File: config.mk
export PLATFORM = sky130hd
export DESIGN_NAME = imem_loader_flat
export DESIGN_NICKNAME = d
export VERILOG_FILES = /design/src/rtl/imem_loader_if.sv /design/src/rtl/imem_loader.sv /design/src/flat_wrapper.sv
export SDC_FILE = /design/constraint.sdc
export NUM_CORES = 1
export LEC_CHECK = 0
export ABC_AREA = 1
export BUFFER_PORTS_ARGS = -buffer_cell sky130_fd_sc_hd__buf_4
export CORE_ASPECT_RATIO = 0.7
export CORE_MARGIN = 4
export CORE_UTILIZATION = 35
export CTS_BUF_LIST = sky130_fd_sc_hd__clkbuf_2 sky130_fd_sc_hd__clkbuf_4 sky130_fd_sc_hd__clkbuf_8
export DETAILED_ROUTE_END_ITERATION = 6
export GPL_TIMING_DRIVEN = 0
export MAX_ROUTING_LAYER = met4
export PLACE_DENSITY = 0.54
export SYNTH_ARGS = -nofsm -noshare
export SYNTH_HDL_FRONTEND = slang
export SYNTH_SLANG_ARGS = --single-unit
File: constraint.sdc
create_clock -name clk -period 2.75 [get_ports clk]
set_input_delay 0.4125 -clock clk [delete_from_list [all_inputs] [get_ports clk]]
set_output_delay 0.4125 -clock clk [all_outputs]
set_load 0.02 [all_outputs]
File: src/rtl/imem_loader_if.sv
// Descriptor, instruction-memory and status signals of the instruction-memory loader.
// master = the loader itself, slave = the surrounding environment.
interface imem_loader_if;
    logic        in_valid;
    logic        in_ready;
    logic [5:0]  CUOp;
    logic [4:0]  rd;
    logic [4:0]  rs1;
    logic [4:0]  rs2;
    logic [31:0] imm;
    logic        imem_wen;
    logic [31:0] imem_addr;
    logic [31:0] imem_wdata;
    logic        imem_ack;
    logic        clear;
    logic        err_pulse;
    logic [7:0]  err_count;
    logic        full;
    logic [15:0] word_count;

    modport master (
        input  in_valid, CUOp, rd, rs1, rs2, imm, imem_ack, clear,
        output in_ready, imem_wen, imem_addr, imem_wdata, err_pulse, err_count, full, word_count
    );

    modport slave (
        output in_valid, CUOp, rd, rs1, rs2, imm, imem_ack, clear,
        input  in_ready, imem_wen, imem_addr, imem_wdata, err_pulse, err_count, full, word_count
    );
endinterface

File: src/rtl/imem_loader.sv
// Turns decoded instruction descriptors back into RV32I words and writes them
// sequentially into instruction memory starting at BASE_ADDR.
module imem_loader #(
    parameter logic [31:0] BASE_ADDR = 32'h0000_0000,
    parameter int unsigned MAX_WORDS = 1024
) (
    input  logic          clk,
    input  logic          nRst,
    imem_loader_if.master bus
);
    localparam logic [15:0] MAXW = 16'(MAX_WORDS);

    localparam logic [5:0] CU_LUI  = 6'd0,  CU_AUIPC = 6'd1,  CU_JAL  = 6'd2,  CU_JALR = 6'd3;
    localparam logic [5:0] CU_BEQ  = 6'd4,  CU_BNE   = 6'd5,  CU_BLT  = 6'd6,  CU_BGE  = 6'd7;
    localparam logic [5:0] CU_BLTU = 6'd8,  CU_BGEU  = 6'd9,  CU_LB   = 6'd10, CU_LH   = 6'd11;
    localparam logic [5:0] CU_LW   = 6'd12, CU_LBU   = 6'd13, CU_LHU  = 6'd14, CU_SB   = 6'd15;
    localparam logic [5:0] CU_SH   = 6'd16, CU_SW    = 6'd17, CU_ADDI = 6'd18, CU_SLTI = 6'd19;
    localparam logic [5:0] CU_SLTIU = 6'd20, CU_XORI = 6'd22, CU_ORI  = 6'd23, CU_ANDI = 6'd24;
    localparam logic [5:0] CU_SLLI = 6'd25, CU_SRLI  = 6'd26, CU_SRAI = 6'd27, CU_ADD  = 6'd28;
    localparam logic [5:0] CU_SUB  = 6'd29, CU_SLL   = 6'd30, CU_SLT  = 6'd31, CU_SLTU = 6'd32;
    localparam logic [5:0] CU_XOR  = 6'd33, CU_SRL   = 6'd34, CU_SRA  = 6'd35, CU_OR   = 6'd36;
    localparam logic [5:0] CU_AND  = 6'd37;

    typedef enum logic [1:0] {IDLE, ENC, WR} state_t;

    state_t      r_state, w_next;
    logic [5:0]  r_op;
    logic [4:0]  r_rd, r_rs1, r_rs2;
    logic [31:0] r_imm;
    logic [31:0] r_wdata, r_addr;
    logic [15:0] r_wcnt;
    logic [7:0]  r_ecnt;
    logic        r_errp;
    logic        w_hs, w_full, w_legal;
    logic        w_i_ok, w_b_ok, w_j_ok;
    logic [2:0]  w_f3;
    logic [6:0]  w_f7;
    logic [31:0] w_enc;

    function automatic logic [2:0] f3_of(input logic [5:0] op);
        case (op)
            CU_BNE, CU_LH, CU_SH, CU_SLLI, CU_SLL:             f3_of = 3'd1;
            CU_LW, CU_SW, CU_SLTI, CU_SLT:                     f3_of = 3'd2;
            CU_SLTIU, CU_SLTU:                                 f3_of = 3'd3;
            CU_BLT, CU_LBU, CU_XORI, CU_XOR:                   f3_of = 3'd4;
            CU_BGE, CU_LHU, CU_SRLI, CU_SRAI, CU_SRL, CU_SRA:  f3_of = 3'd5;
            CU_BLTU, CU_ORI, CU_OR:                            f3_of = 3'd6;
            CU_BGEU, CU_ANDI, CU_AND:                          f3_of = 3'd7;
            default:                                           f3_of = 3'd0;
        endcase
    endfunction

    assign w_full         = (r_wcnt == MAXW);
    assign bus.in_ready   = nRst && (r_state == IDLE) && !w_full;
    assign w_hs           = bus.in_valid && bus.in_ready;
    assign bus.imem_wen   = (r_state == WR);
    assign bus.imem_addr  = r_addr;
    assign bus.imem_wdata = r_wdata;
    assign bus.err_pulse  = r_errp;
    assign bus.err_count  = r_ecnt;
    assign bus.full       = w_full;
    assign bus.word_count = r_wcnt;

    // Immediate must be representable by sign-extension from the field's top bit
    assign w_i_ok = (&r_imm[31:11]) | ~(|r_imm[31:11]);
    assign w_b_ok = ((&r_imm[31:12]) | ~(|r_imm[31:12])) & ~r_imm[0];
    assign w_j_ok = ((&r_imm[31:20]) | ~(|r_imm[31:20])) & ~r_imm[0];
    assign w_f3   = f3_of(r_op);
    assign w_f7   = (r_op == CU_SRAI || r_op == CU_SUB || r_op == CU_SRA) ? 7'h20 : 7'h00;

    always_comb begin
        w_enc   = '0;
        w_legal = 1'b0;
        if (r_op == CU_LUI || r_op == CU_AUIPC) begin
            w_enc   = {r_imm[31:12], r_rd, (r_op == CU_LUI) ? 7'h37 : 7'h17};
            w_legal = (r_imm[11:0] == 12'd0);
        end else if (r_op == CU_JAL) begin
            w_enc   = {r_imm[20], r_imm[10:1], r_imm[11], r_imm[19:12], r_rd, 7'h6F};
            w_legal = w_j_ok;
        end else if (r_op == CU_JALR || (r_op >= CU_LB && r_op <= CU_LHU)) begin
            w_enc   = {r_imm[11:0], r_rs1, w_f3, r_rd, (r_op == CU_JALR) ? 7'h67 : 7'h03};
            w_legal = w_i_ok;
        end else if (r_op >= CU_BEQ && r_op <= CU_BGEU) begin
            w_enc   = {r_imm[12], r_imm[10:5], r_rs2, r_rs1, w_f3, r_imm[4:1], r_imm[11], 7'h63};
            w_legal = w_b_ok;
        end else if (r_op >= CU_SB && r_op <= CU_SW) begin
            w_enc   = {r_imm[11:5], r_rs2, r_rs1, w_f3, r_imm[4:0], 7'h23};
            w_legal = w_i_ok;
        end else if (r_op >= CU_SLLI && r_op <= CU_SRAI) begin
            w_enc   = {w_f7, r_imm[4:0], r_rs1, w_f3, r_rd, 7'h13};
            w_legal = (r_imm[31:5] == 27'd0);
        end else if ((r_op >= CU_ADDI && r_op <= CU_SLTIU) || (r_op >= CU_XORI && r_op <= CU_ANDI)) begin
            w_enc   = {r_imm[11:0], r_rs1, w_f3, r_rd, 7'h13};
            w_legal = w_i_ok;
        end else if (r_op >= CU_ADD && r_op <= CU_AND) begin
            w_enc   = {w_f7, r_rs2, r_rs1, w_f3, r_rd, 7'h33};
            w_legal = 1'b1;
        end
    end

    always_comb begin
        w_next = r_state;
        case (r_state)
            IDLE:    if (w_hs) w_next = ENC;
            ENC:     w_next = w_legal ? WR : IDLE;
            WR:      if (bus.imem_ack) w_next = IDLE;
            default: w_next = IDLE;
        endcase
    end

    always_ff @(posedge clk or negedge nRst) begin
        if (!nRst) r_state <= IDLE;
        else       r_state <= w_next;
    end

    // Descriptor is frozen at the handshake so ENC never sees live inputs
    always_ff @(posedge clk) begin
        if (w_hs) begin
            r_op  <= bus.CUOp;
            r_rd  <= bus.rd;
            r_rs1 <= bus.rs1;
            r_rs2 <= bus.rs2;
            r_imm <= bus.imm;
        end
    end

    always_ff @(posedge clk or negedge nRst) begin
        if (!nRst) begin
            r_wcnt  <= '0;
            r_ecnt  <= '0;
            r_errp  <= 1'b0;
            r_addr  <= '0;
            r_wdata <= '0;
        end else begin
            r_errp <= 1'b0;
            if (r_state == IDLE && bus.clear) begin
                r_wcnt <= '0;
                r_ecnt <= '0;
            end
            if (r_state == ENC) begin
                if (w_legal) begin
                    r_wdata <= w_enc;
                    r_addr  <= BASE_ADDR + {14'd0, r_wcnt, 2'b00};
                end else begin
                    r_errp <= 1'b1;
                    if (r_ecnt != 8'hFF) r_ecnt <= r_ecnt + 8'd1;
                end
            end
            if (r_state == WR && bus.imem_ack && !w_full) r_wcnt <= r_wcnt + 16'd1;
        end
    end
endmodule

File: src/flat_wrapper.sv
// flat-port wrapper written by rule: the top's interface ports become plain ports
module imem_loader_flat 
#(
    parameter logic [31:0] BASE_ADDR = 32'h0000_0000,
    parameter int unsigned MAX_WORDS = 1024
)
  (clk, nRst, bus_in_valid, bus_CUOp, bus_rd, bus_rs1, bus_rs2, bus_imm, bus_imem_ack, bus_clear, bus_in_ready, bus_imem_wen, bus_imem_addr, bus_imem_wdata, bus_err_pulse, bus_err_count, bus_full, bus_word_count);
  imem_loader_if bus_i ();
  input  logic clk;
  input  logic nRst;
  input wire logic [$bits(bus_i.in_valid)-1:0] bus_in_valid;
  input wire logic [$bits(bus_i.CUOp)-1:0] bus_CUOp;
  input wire logic [$bits(bus_i.rd)-1:0] bus_rd;
  input wire logic [$bits(bus_i.rs1)-1:0] bus_rs1;
  input wire logic [$bits(bus_i.rs2)-1:0] bus_rs2;
  input wire logic [$bits(bus_i.imm)-1:0] bus_imm;
  input wire logic [$bits(bus_i.imem_ack)-1:0] bus_imem_ack;
  input wire logic [$bits(bus_i.clear)-1:0] bus_clear;
  output wire logic [$bits(bus_i.in_ready)-1:0] bus_in_ready;
  output wire logic [$bits(bus_i.imem_wen)-1:0] bus_imem_wen;
  output wire logic [$bits(bus_i.imem_addr)-1:0] bus_imem_addr;
  output wire logic [$bits(bus_i.imem_wdata)-1:0] bus_imem_wdata;
  output wire logic [$bits(bus_i.err_pulse)-1:0] bus_err_pulse;
  output wire logic [$bits(bus_i.err_count)-1:0] bus_err_count;
  output wire logic [$bits(bus_i.full)-1:0] bus_full;
  output wire logic [$bits(bus_i.word_count)-1:0] bus_word_count;
  assign bus_i.in_valid = bus_in_valid;
  assign bus_i.CUOp = bus_CUOp;
  assign bus_i.rd = bus_rd;
  assign bus_i.rs1 = bus_rs1;
  assign bus_i.rs2 = bus_rs2;
  assign bus_i.imm = bus_imm;
  assign bus_i.imem_ack = bus_imem_ack;
  assign bus_i.clear = bus_clear;
  assign bus_in_ready = bus_i.in_ready;
  assign bus_imem_wen = bus_i.imem_wen;
  assign bus_imem_addr = bus_i.imem_addr;
  assign bus_imem_wdata = bus_i.imem_wdata;
  assign bus_err_pulse = bus_i.err_pulse;
  assign bus_err_count = bus_i.err_count;
  assign bus_full = bus_i.full;
  assign bus_word_count = bus_i.word_count;
  imem_loader #(.BASE_ADDR(BASE_ADDR), .MAX_WORDS(MAX_WORDS)) u_core (.clk(clk), .nRst(nRst), .bus(bus_i));
endmodule
# ---- Word level (Yosys, flattened, before mapping)
# Memories as Yosys holds them, arrays and structs flattened. A register that Yosys moved wholly into a read port is not among the register bits.
# Index checks and enable logic that the tools add are counted.
dict set report classes {
  n_addsub 2
  order_cmp 14
  eq_ne 12
  n_mux 32
  bitwise_logic 9
  n_reduce_logical 32
}
# operator n
set op_table {}
lappend op_table {{two-way mux 32 bit} 8}
lappend op_table {{two-way mux 16 bit} 2}
lappend op_table {{two-way mux 8 bit} 4}
lappend op_table {{logical NOT 27 bit} 1}
lappend op_table {{>= comparator 6 x 5 -> 1 bit (second input constant)} 4}
lappend op_table {{less-or-equal comparator 6 x 5 -> 1 bit (second input constant)} 4}
lappend op_table {{AND reduction 21 bit} 1}
lappend op_table {{OR reduction 21 bit} 1}
lappend op_table {{AND reduction 20 bit} 1}
lappend op_table {{OR reduction 20 bit} 1}
lappend op_table {{two-way mux 6 bit} 3}
lappend op_table {{adder 16 x 1 -> 16 bit (second input constant)} 1}
lappend op_table {{== test 16 x 11 -> 1 bit (second input constant)} 1}
lappend op_table {{logical AND 1 bit} 13}
lappend op_table {{== test 6 x 2 -> 1 bit (second input constant)} 2}
lappend op_table {{== test 6 x 5 -> 1 bit (second input constant)} 2}
lappend op_table {{>= comparator 6 x 4 -> 1 bit (second input constant)} 2}
lappend op_table {{less-or-equal comparator 6 x 4 -> 1 bit (second input constant)} 2}
lappend op_table {{logical NOT 12 bit} 1}
lappend op_table {{AND reduction 12 bit} 1}
lappend op_table {{OR reduction 12 bit} 1}
lappend op_table {{two-way mux 1 bit} 10}
lappend op_table {{adder 8 x 1 -> 8 bit (second input constant)} 1}
lappend op_table {{inequality test 8 bit (second input constant)} 1}
lappend op_table {{other kinds (20)} 33}
dict set report word_totals {
  ff_bits 128
  rom_bits 192
  input_bits 58
  out_inout_bits 92
  wordCells 113
  n_memories 1
}
# name depth word_bits read_ports rd_clocked_by_memory_dff write_ports line
set mem_list {}
lappend mem_list {{(no name shown)} 64 3 1 1 0 imem_loader.sv:41} ;# case (op)

# ---- Depth between registers and ports, before layout
# Gate-level depths: netlist of the first run.
dict set report depth {
  word_depth 12
  ltp_mapped 17
}

# ---- Worst setup path after synthesis of the first run
# No wires, ideal clock.
dict set report synth_timing {
  path_kind {register to register}
  startpoint {register u_core.r_wcnt[0] (netlist: u_core.bus.word_count[0])}
  endpoint {register, netlist name u_core.w_f3[0]}
  setup_time_ns 0.113
  t_arrival_ns 2.982
  slack_ns -0.345
  path_stages_with_launch 16
  n_path_buf 1
  period_less_slack_ns 3.095
  path_cell_list {dfrtp_1 inv_1 ha_1 nand4_1 nor2_1 nand2_2 nand3_1 buf_2 inv_1 nand2_1 nand2_1 nand2_1 nor2_1 nor2_1 nand3_1 nand2_1}
}
dict set report synth_between {
  elab_chain_cells 5
}
# element line
set synth_rtl {}
lappend synth_rtl {{from (decl)} imem_loader.sv:31} ;# logic [15:0] r_wcnt;
lappend synth_rtl {{from (signal assigned)} imem_loader.sv:149} ;# if (r_state == WR && bus.imem_ack && !w_full) r_wcnt <= r_wcnt + 16'd1;
lappend synth_rtl {{== test 16 x 11 -> 1 bit} imem_loader.sv:53} ;# assign w_full = (r_wcnt == MAXW);
lappend synth_rtl {{logical NOT 1 bit} imem_loader.sv:54} ;# assign bus.in_ready = nRst && (r_state == IDLE) && !w_full;
lappend synth_rtl {{logical AND 1 bit} imem_loader.sv:54}
lappend synth_rtl {{logical AND 1 bit} imem_loader.sv:55} ;# assign w_hs = bus.in_valid && bus.in_ready;
lappend synth_rtl {{two-way mux 6 bit (no line)} --}
# Every way passes these cells.
# A chain may end at the register's enable or synchronous reset.

# ---- Worst setup path in the final report of the first run
dict set report layout_timing {
  startpoint {register u_core.r_wcnt[1] (netlist: u_core.bus.word_count[1])}
  endpoint {register u_core.r_op[5], enable pin}
}
dict set report layout_between {
  elab_chain_cells 4
}
# element line
set layout_rtl {}
lappend layout_rtl {{== test 16 x 11 -> 1 bit} imem_loader.sv:53}
lappend layout_rtl {{logical NOT 1 bit} imem_loader.sv:54}
lappend layout_rtl {{logical AND 1 bit} imem_loader.sv:54}
lappend layout_rtl {{logical AND 1 bit} imem_loader.sv:55}
lappend layout_rtl {{to (signal assigned)} imem_loader.sv:119} ;# r_op <= bus.CUOp;
lappend layout_rtl {{to (decl)} imem_loader.sv:27} ;# logic [5:0] r_op;
# Every way passes these cells.

==> results of run 1 <==
==> layout make-up <==
class                      count  area [sq um]  area share (%)
buffer                        33           256            3.03
clock buffer                  19           262            3.09
clock inverter                13           171            2.03
inverter                      84           319            3.77
multi-input combinational    515          2570            30.4
sequential                   130          3510            41.5
tap                          236           295            3.49
timing repair buffer         138          1060            12.6
timing repair inverter         2          12.5           0.148
==> worst min path at each step <==
| stage | cells after the start | endpoint | slack [ns] |
|---|---|---|---|
| floorplan | 0 | u_core.bus.err_count[0] | 0.12 |
| global placement | 2 | u_core.bus.imem_wdata[30] | 0.46 |
| detailed placement | 2 | u_core.bus.imem_wdata[18] | 0.47 |
| CTS | 1 | u_core.r_imm[3] | 0.11 |
| global route | 1 | u_core.r_imm[3] | 0.10 |
| finish | 1 | u_core.r_imm[3] | 0.13 |
==> power groups by stage <==
stage	Sequential, mW	Combinational, mW	Clock (mW)
after global routing	2.39	1.20	1.91
final	2.36	1.09	1.78
after detailed placement	2.40	1.08	0
after CTS	2.36	1.10	1.82
after global placement	2.40	1.07	0
after floorplan	2.55	0.438	0
==> worst max-delay path, cell delays in order (launching register included) <==
cell and delay, ns:
dfrtp_2 0.44, inv_1 0.12, ha_1 0.16, nand4_1 0.09
nor2_1 0.13, nand2_2 0.17, nand3_4 0.13, buf_8 0.17
clkinvlp_2 0.63
==> cell usage after synthesis (4+ instances only) <==
cell type	instances	area share [%]
nor3_1	6	0.46
nand2_2	13	1.2
dfrtp_1	74	28
buf_4	17	1.9
nor2_2	5	0.48
nand4_1	16	1.5
inv_2	7	0.40
edfxtp_1	53	24
nor2_1	72	4.1
xor2_1	4	0.53
a31oi_1	6	0.57
inv_1	77	4.4
o22ai_1	4	0.38
o21ai_1	9	0.69
nand3_1	71	5.4
clkbuf_1	5	0.29
nand2_1	188	11
ha_1	8	1.5
o21ai_2	18	2.4
o21ai_0	43	3.3
a22oi_1	5	0.57
a21oi_1	10	0.76
buf_2	5	0.38
buf_6	4	0.69
==> registers in the layout (all words and copies together) (netlist names) <==
| signal | count |
|---|---|
| u_core.bus.err_pulse | 1 |
| u_core.bus.err_count | 8 |
| u_core.r_imm | 32 |
| u_core.r_rd | 5 |
| u_core.r_rs1 | 5 |
| u_core.bus.imem_addr | 16 |
| u_core.r_op | 6 |
| u_core.r_state | 2 |
| u_core.bus.imem_wdata | 31 |
| u_core.bus.word_count | 16 |
| u_core.r_rs2 | 5 |
| u_core.w_f3 | 3 |
==> logic make-up after synthesis <==
family | count (synthesis)
AO/OA/AOI/OAI | 104
flip-flops | 130
XOR/XNOR | 4
AND/OR/NAND/NOR | 383
other | 1
buffers and inverters | 117
adder cells (fa/ha/maj) | 8
==> layer usage <==
metal,global-route usage [%],up-vias
met5,-,-
met4,4.26,0
met3,4.28,13
met2,23.1,183
met1,29.5,2542
li1,-,2790
==> through the flow <==
step / util, % / cells
after floorplan: - / 762
after global placement: 43.5 / 1131
after detailed placement: 43.5 / 1131
after CTS: 46.2 / 1169
after global routing: 46.4 / 1170
final: 46.4 / 1170
==> what timing repair did <==
item / in CTS / in global routing
endpoints found under the setup margin: 56 / 43
hold buffers: 3 / 0
pin swaps: 0 / 1
setup buffers: 1 / 1
cloned: 2 / 0
gates resized for setup: 2 / 6
hold endpoints to repair: 12 / 0
==> results.md, run 1 <==
* Routed Antenna Nets at 0
* Setup crit end: u_core.r_op[5]
* Pin count of the biggest net entering global routing at 63
* Fraction of synthesized area in multiplexers at 0%
* Reg2Reg Setup Slack at ~0.21 ns
* Sequential cell area fraction in the yosys report at 53.4%
* Fmax at about 0.39 GHz
* DRT iter0 DRCs at between 600 and 700
* Setup violators final at 0
* Clk root buf: clkbuf_8
* P_sw at 1.61 mW
* Most common cell after layout, fill and taps aside: nand2_1
* Grt ovf at 0
* Clock sinks at 130
* RSZ-0062 raised after global routing: false
* Layout cells sized above 1 at around 28%
* Metal3 WL at approximately 1300 microns
* Critical path class: flip-flop to flip-flop
* Drt via density at 4.72
* Setup Slack @ Placement at -1.11 ns
* Crit path time final at between 2 and 3 ns
* Initial antenna violation count at 0
* CTS buffer count at 17
* Slew HR at between 40% and 50%
* Final #Nets at around 990
* Main synth FF type: dfrtp_1
* Mean routed wirelength per cell at between 15 and 20 microns
* Post-DP HPWL at ~14,000 microns
* Hold Crit Class: primary input to flip-flop
* Status: finished, final reports clean
* Sequential power share at 45.1%
* Final Cell Area at 8460 sq um
* Die Wd at 172 microns
* Avg Inst Size Synth at between 8 and 9 sq um
* Worst Setup End Kind: flip-flop
* DR top layer: met4
* Die area at between 20,000 and 25,000 sq um
* DRC viols at 0
* XOR/XNOR share of the synthesized area at less than 1%
* Tcrit/Tclk final at just over 90%
* Simple-gate share of the synthesized area at about a quarter
* Floorplan row count at 41
* Clock buffer depth at 2
* Wl on met1 at between 10,000 and 15,000 microns
* Met2 wire length at between 7000 and 8000 microns
* Sw Share at 30.8%
* Most frequent cells in the layout: nand2_1, buf_4, inv_1
* Crit path required time at about 2.7 ns
* Hold_ws at 0.132 ns
* Fin worst setup slack at about 0.21 ns
* Worst Min Path Start: bus_imm[3]
* Crit path from: u_core.bus.word_count[1]
* Post-Synth Adder-Cell Area at 1.53%
* Number of global-route vias before repair at 5,099
* Leakage power at between 4 and 5 nW
* Placed cell areas at 7920 sq um
* I/O pin total at 150
* Final wirelength at roughly 19,000 microns
* MaxCap Viol Count at 0
* Final Hold Fails at 0
* Height of the die at between 100 and 150 microns
* Initial Utilization at 36.0%
* Diode count at 0
* R2r endpoint: u_core.r_op[5]
* Post-Synthesis Cell Area at 6560 sq um
* Core area at between 15,000 and 20,000 sq um
* Slew Viols, Final at 0
* Sum of negative setup slack at 0 ns
* Synthesized instance count at 747
* Setup Skew at 0.0159 ns
* IO Port Bufs at about 130
* H-tree depth at 4
* Total Routing Usage GR at between 15 and 20%
* Pint at 3.62 mW
* Fraction of power consumed by the clock network at about a third
* Worst vdd ir at ~290 uV
* Area growth syn-to-layout at 29.0%
* First drt pass iteration count at 5
* TritonCTS clock tree: yes
* CP Launch Type: flip-flop
* Worst EP arrival at 2.50 ns
* Post-synth ARST share at 56.9%
* Clock transition at path regs at around 0.09 ns
* Tightest Pin Transition at 0.765 ns
* PnR Total Power at between 5 and 6 mW
* R2r startpoint: u_core.bus.word_count[1]
* Fillers at ~1,800
* Via count at about 5,500
* R2R depth at 8
* PwrDens at about 620 nW/um^2
* Synth Area in Compound Gates at ~9.8%
* First-pass GRT wire length at about 29,000 microns
* Yosys reg bits at between 100 and 150
* Combinational family with the most area after synthesis: simple AND/OR/NAND/NOR gates
* Combinational share of power at approximately a fifth
* Ys Warns at 0
* Post-synth EDFFs at 53
* Worst skew pair latency at approximately 0.45 ns
* Library cells used by synthesis at 39
* CP max FO at 13
* GP Congestion at between 0.9 and 1
Power figures use the tool's default switching activity.
==> run 2, diff against run 1 <==
--- a/config.mk
+++ b/config.mk
@@ -12,7 +12,6 @@
 export CORE_UTILIZATION = 35
 export CTS_BUF_LIST = sky130_fd_sc_hd__clkbuf_2 sky130_fd_sc_hd__clkbuf_4 sky130_fd_sc_hd__clkbuf_8
 export DETAILED_ROUTE_END_ITERATION = 6
-export GPL_TIMING_DRIVEN = 0
 export MAX_ROUTING_LAYER = met4
 export PLACE_DENSITY = 0.54
 export SYNTH_ARGS = -nofsm -noshare
==> results.md, run 2 (synthesis results as in run 1) <==
* R2R depth at 16 (+8)
* Leakage power at 3.92 nW (-3.1%)
* Critical path class: primary input to flip-flop
* Crit path time final at 2.47 ns (-0.0700 ns)
* Util after Layout at 45.2% (-1.3 points)
* Fin worst setup slack at 0.283 ns (+0.0700 ns)
* CTS buffer count at 17 (unchanged)
* Total Routing Usage GR at 18.1% (-0.40 points)
* Slowest cell on crit path: o21ai_0
* Final Hold Fails at 0 (unchanged)
* Crit path from: nRst
* Tightest Pin Transition at 0.799 ns (+0.0345 ns)
* Number of global-route vias before repair at 5,066 (-0.65%)
* H-tree depth at 4 (unchanged)
* PwrDens at 621 nW/um^2 (+0.29%)
* Clock transition at path regs at 0.08 ns (about the same)
* Worst skew pair latency at 0.44 ns (about the same)
* Setup violators final at 0 (unchanged)
* Worst path bufs/invs at 3 (unchanged)
* Clk root buf: clkbuf_8
* DRT iter0 DRCs at 557 (-7.8%)
* Status: finished, final reports clean
* Routed Antenna Nets at 0 (unchanged)
* Crit path required time at 3.14 ns (+0.43 ns)
* R2r startpoint: u_core.bus.word_count[0]
* I/O pin total at 150 (unchanged)
* First-pass GRT wire length at 28,100 microns (-1.4%)
* Clock buffer depth at 2 (unchanged)
* Floorplan row count at 41 (unchanged)
* Worst Setup End Kind: flip-flop
* Max incr delay on CP at 0.66 ns (+0.03 ns)
* Most frequent cells in the layout: nand2_1, buf_4, inv_1
* Mean routed wirelength per cell at 15.9 microns (-0.66%)
* CP max FO at 7 (-6)
* Setup crit end: u_core.w_f3[0]
* Clock sinks at 130 (unchanged)
* Most frequent CP cell: nand2_1
* Sum of negative setup slack at 0 ns (unchanged)
* Die Wd at 172 microns (unchanged)
* Worst path depth at 9 (+1)
* Tcrit/Tclk final at 89.7% (-2.5 points)
* Fillers at 1,827 (+2.2%)
* Drt via density at 4.83 (+2.2%)
* Slew HR at 46.7% (-1.8 points)
* Pin count of the biggest net entering global routing at 63 (unchanged)
* Initial Utilization at 36.0% (unchanged)
* CP Launch Type: primary input
* Reg with most FFs: u_core.r_imm
* Post-DP HPWL at 13,900 microns (+0.62%)
* Die area at 21,000 sq um (unchanged)
* Layout cells sized above 1 at 26.1% (-1.5 points)
* Worst vdd ir at 304 uV (+6.5%)
* Worst EP arrival at 2.86 ns (+0.36 ns)
* Reg2Reg Setup Slack at 0.30 ns (+0.09 ns)
* Initial antenna violation count at 0 (unchanged)
* Core area at 18,200 sq um (unchanged)
* Setup Skew at 0.0163 ns (+0.000402 ns)
* Diode count at 0 (unchanged)
* Final #Nets at 961 (-2.6%)
* R2r endpoint: u_core.w_f3[1]
* Grt ovf at 0 (unchanged)
* Via count at 5,524 (-0.072%)
* Most common cell after layout, fill and taps aside: nand2_1
* IO Port Bufs at 133 (unchanged)
* First drt pass iteration count at 5 (unchanged)
* CP cell instances: dlygate4sd3_1, buf_4, nor3b_2, nand3_2, o21ai_0, inv_1, nor3_1, nand2_1, nand2_1
* Final wirelength at 18,200 microns (-2.9%)
* Fmax at 0.405 GHz (+2.8%)
* Height of the die at 123 microns (unchanged)
* TritonCTS clock tree: yes
* Setup Slack @ Placement at 0.284 ns (+1.39 ns)
* Hold Crit Class: primary input to flip-flop
* Area growth syn-to-layout at 25.4%
* Worst path top cell family by delay: simple AND/OR/NAND/NOR gates
* Slew Viols, Final at 0 (unchanged)
* GP Congestion at 0.873 (-3.4%)
* Largest register FFs at 32 (unchanged)
* RSZ-0062 raised after global routing: false
* MaxCap Viol Count at 0 (unchanged)
* DRC viols at 0 (unchanged)
## run 2: changes by cell type in the layout (fill, tap and decap cells not counted), moves of 3 or more
cell / change
buf_2: -4
buf_4: -7
buf_6: -5
buf_8: -3
clkbuf_1: -5
## run 2: final cells by class
| type | count | area (sq um) | area share [%] |
|---|---|---|---|
| timing repair buffer | 147 | 1130 | 13.8 |
| inverter | 84 | 319 | 3.88 |
| tap | 236 | 295 | 3.59 |
| sequential | 130 | 3510 | 42.6 |
| clock inverter | 10 | 123 | 1.49 |
| clock buffer | 22 | 290 | 3.53 |
| multi-input combinational | 515 | 2560 | 31.1 |
## run 2: power by group
group | leakage [nW] | switching [mW] | internal, mW
clock | 0.211 | 0.773 | 0.907
sequential | 1.51 | 0.156 | 2.22
combinational | 2.20 | 0.633 | 0.414
total | 3.92 | 1.56 | 3.54
## run 2: per-stage QoR
stage               total power [mW]  hold WS (ns)  instances  cell area, sq um
finish                          5.11         0.137       1144              8220
detailed placement              3.47         0.422       1111              7790
floorplan                       2.99         0.117        762              6620
global route                    5.36         0.103       1144              8220
global placement                3.47         0.422       1111              7790
CTS                             5.17        0.0982       1144              8210
## run 2: metal layers
metal / GRT usage, % / wire (microns)
met1: 29.2 / 9950
met2: 22.3 / 6930
met3: 4.06 / 1140
met4: 4.16 / 161
met5: - / 0
## run 2: worst min path at each step
stage / slack [ns] / depth (start not counted) / start / endpoint
final: 0.14 / 1 / bus_imm[2] / u_core.r_imm[2]
after global routing: 0.10 / 1 / bus_rd[1] / u_core.r_rd[1]
after detailed placement: 0.42 / 2 / nRst / u_core.bus.imem_wdata[10]
after floorplan: 0.12 / 0 / nRst / u_core.bus.err_count[0]
after global placement: 0.42 / 2 / nRst / u_core.bus.imem_wdata[10]
after CTS: 0.1 / 1 / bus_imm[2] / u_core.r_imm[2]
## run 2: repair_timing
action / 4_1_cts / 5_1_grt
hold buffers: 1 / 0
hold endpoints to repair: 12 / 0
buffers inserted: 0 / 0
endpoints found under the setup margin: 0 / 1
gates resized for setup: 0 / 2
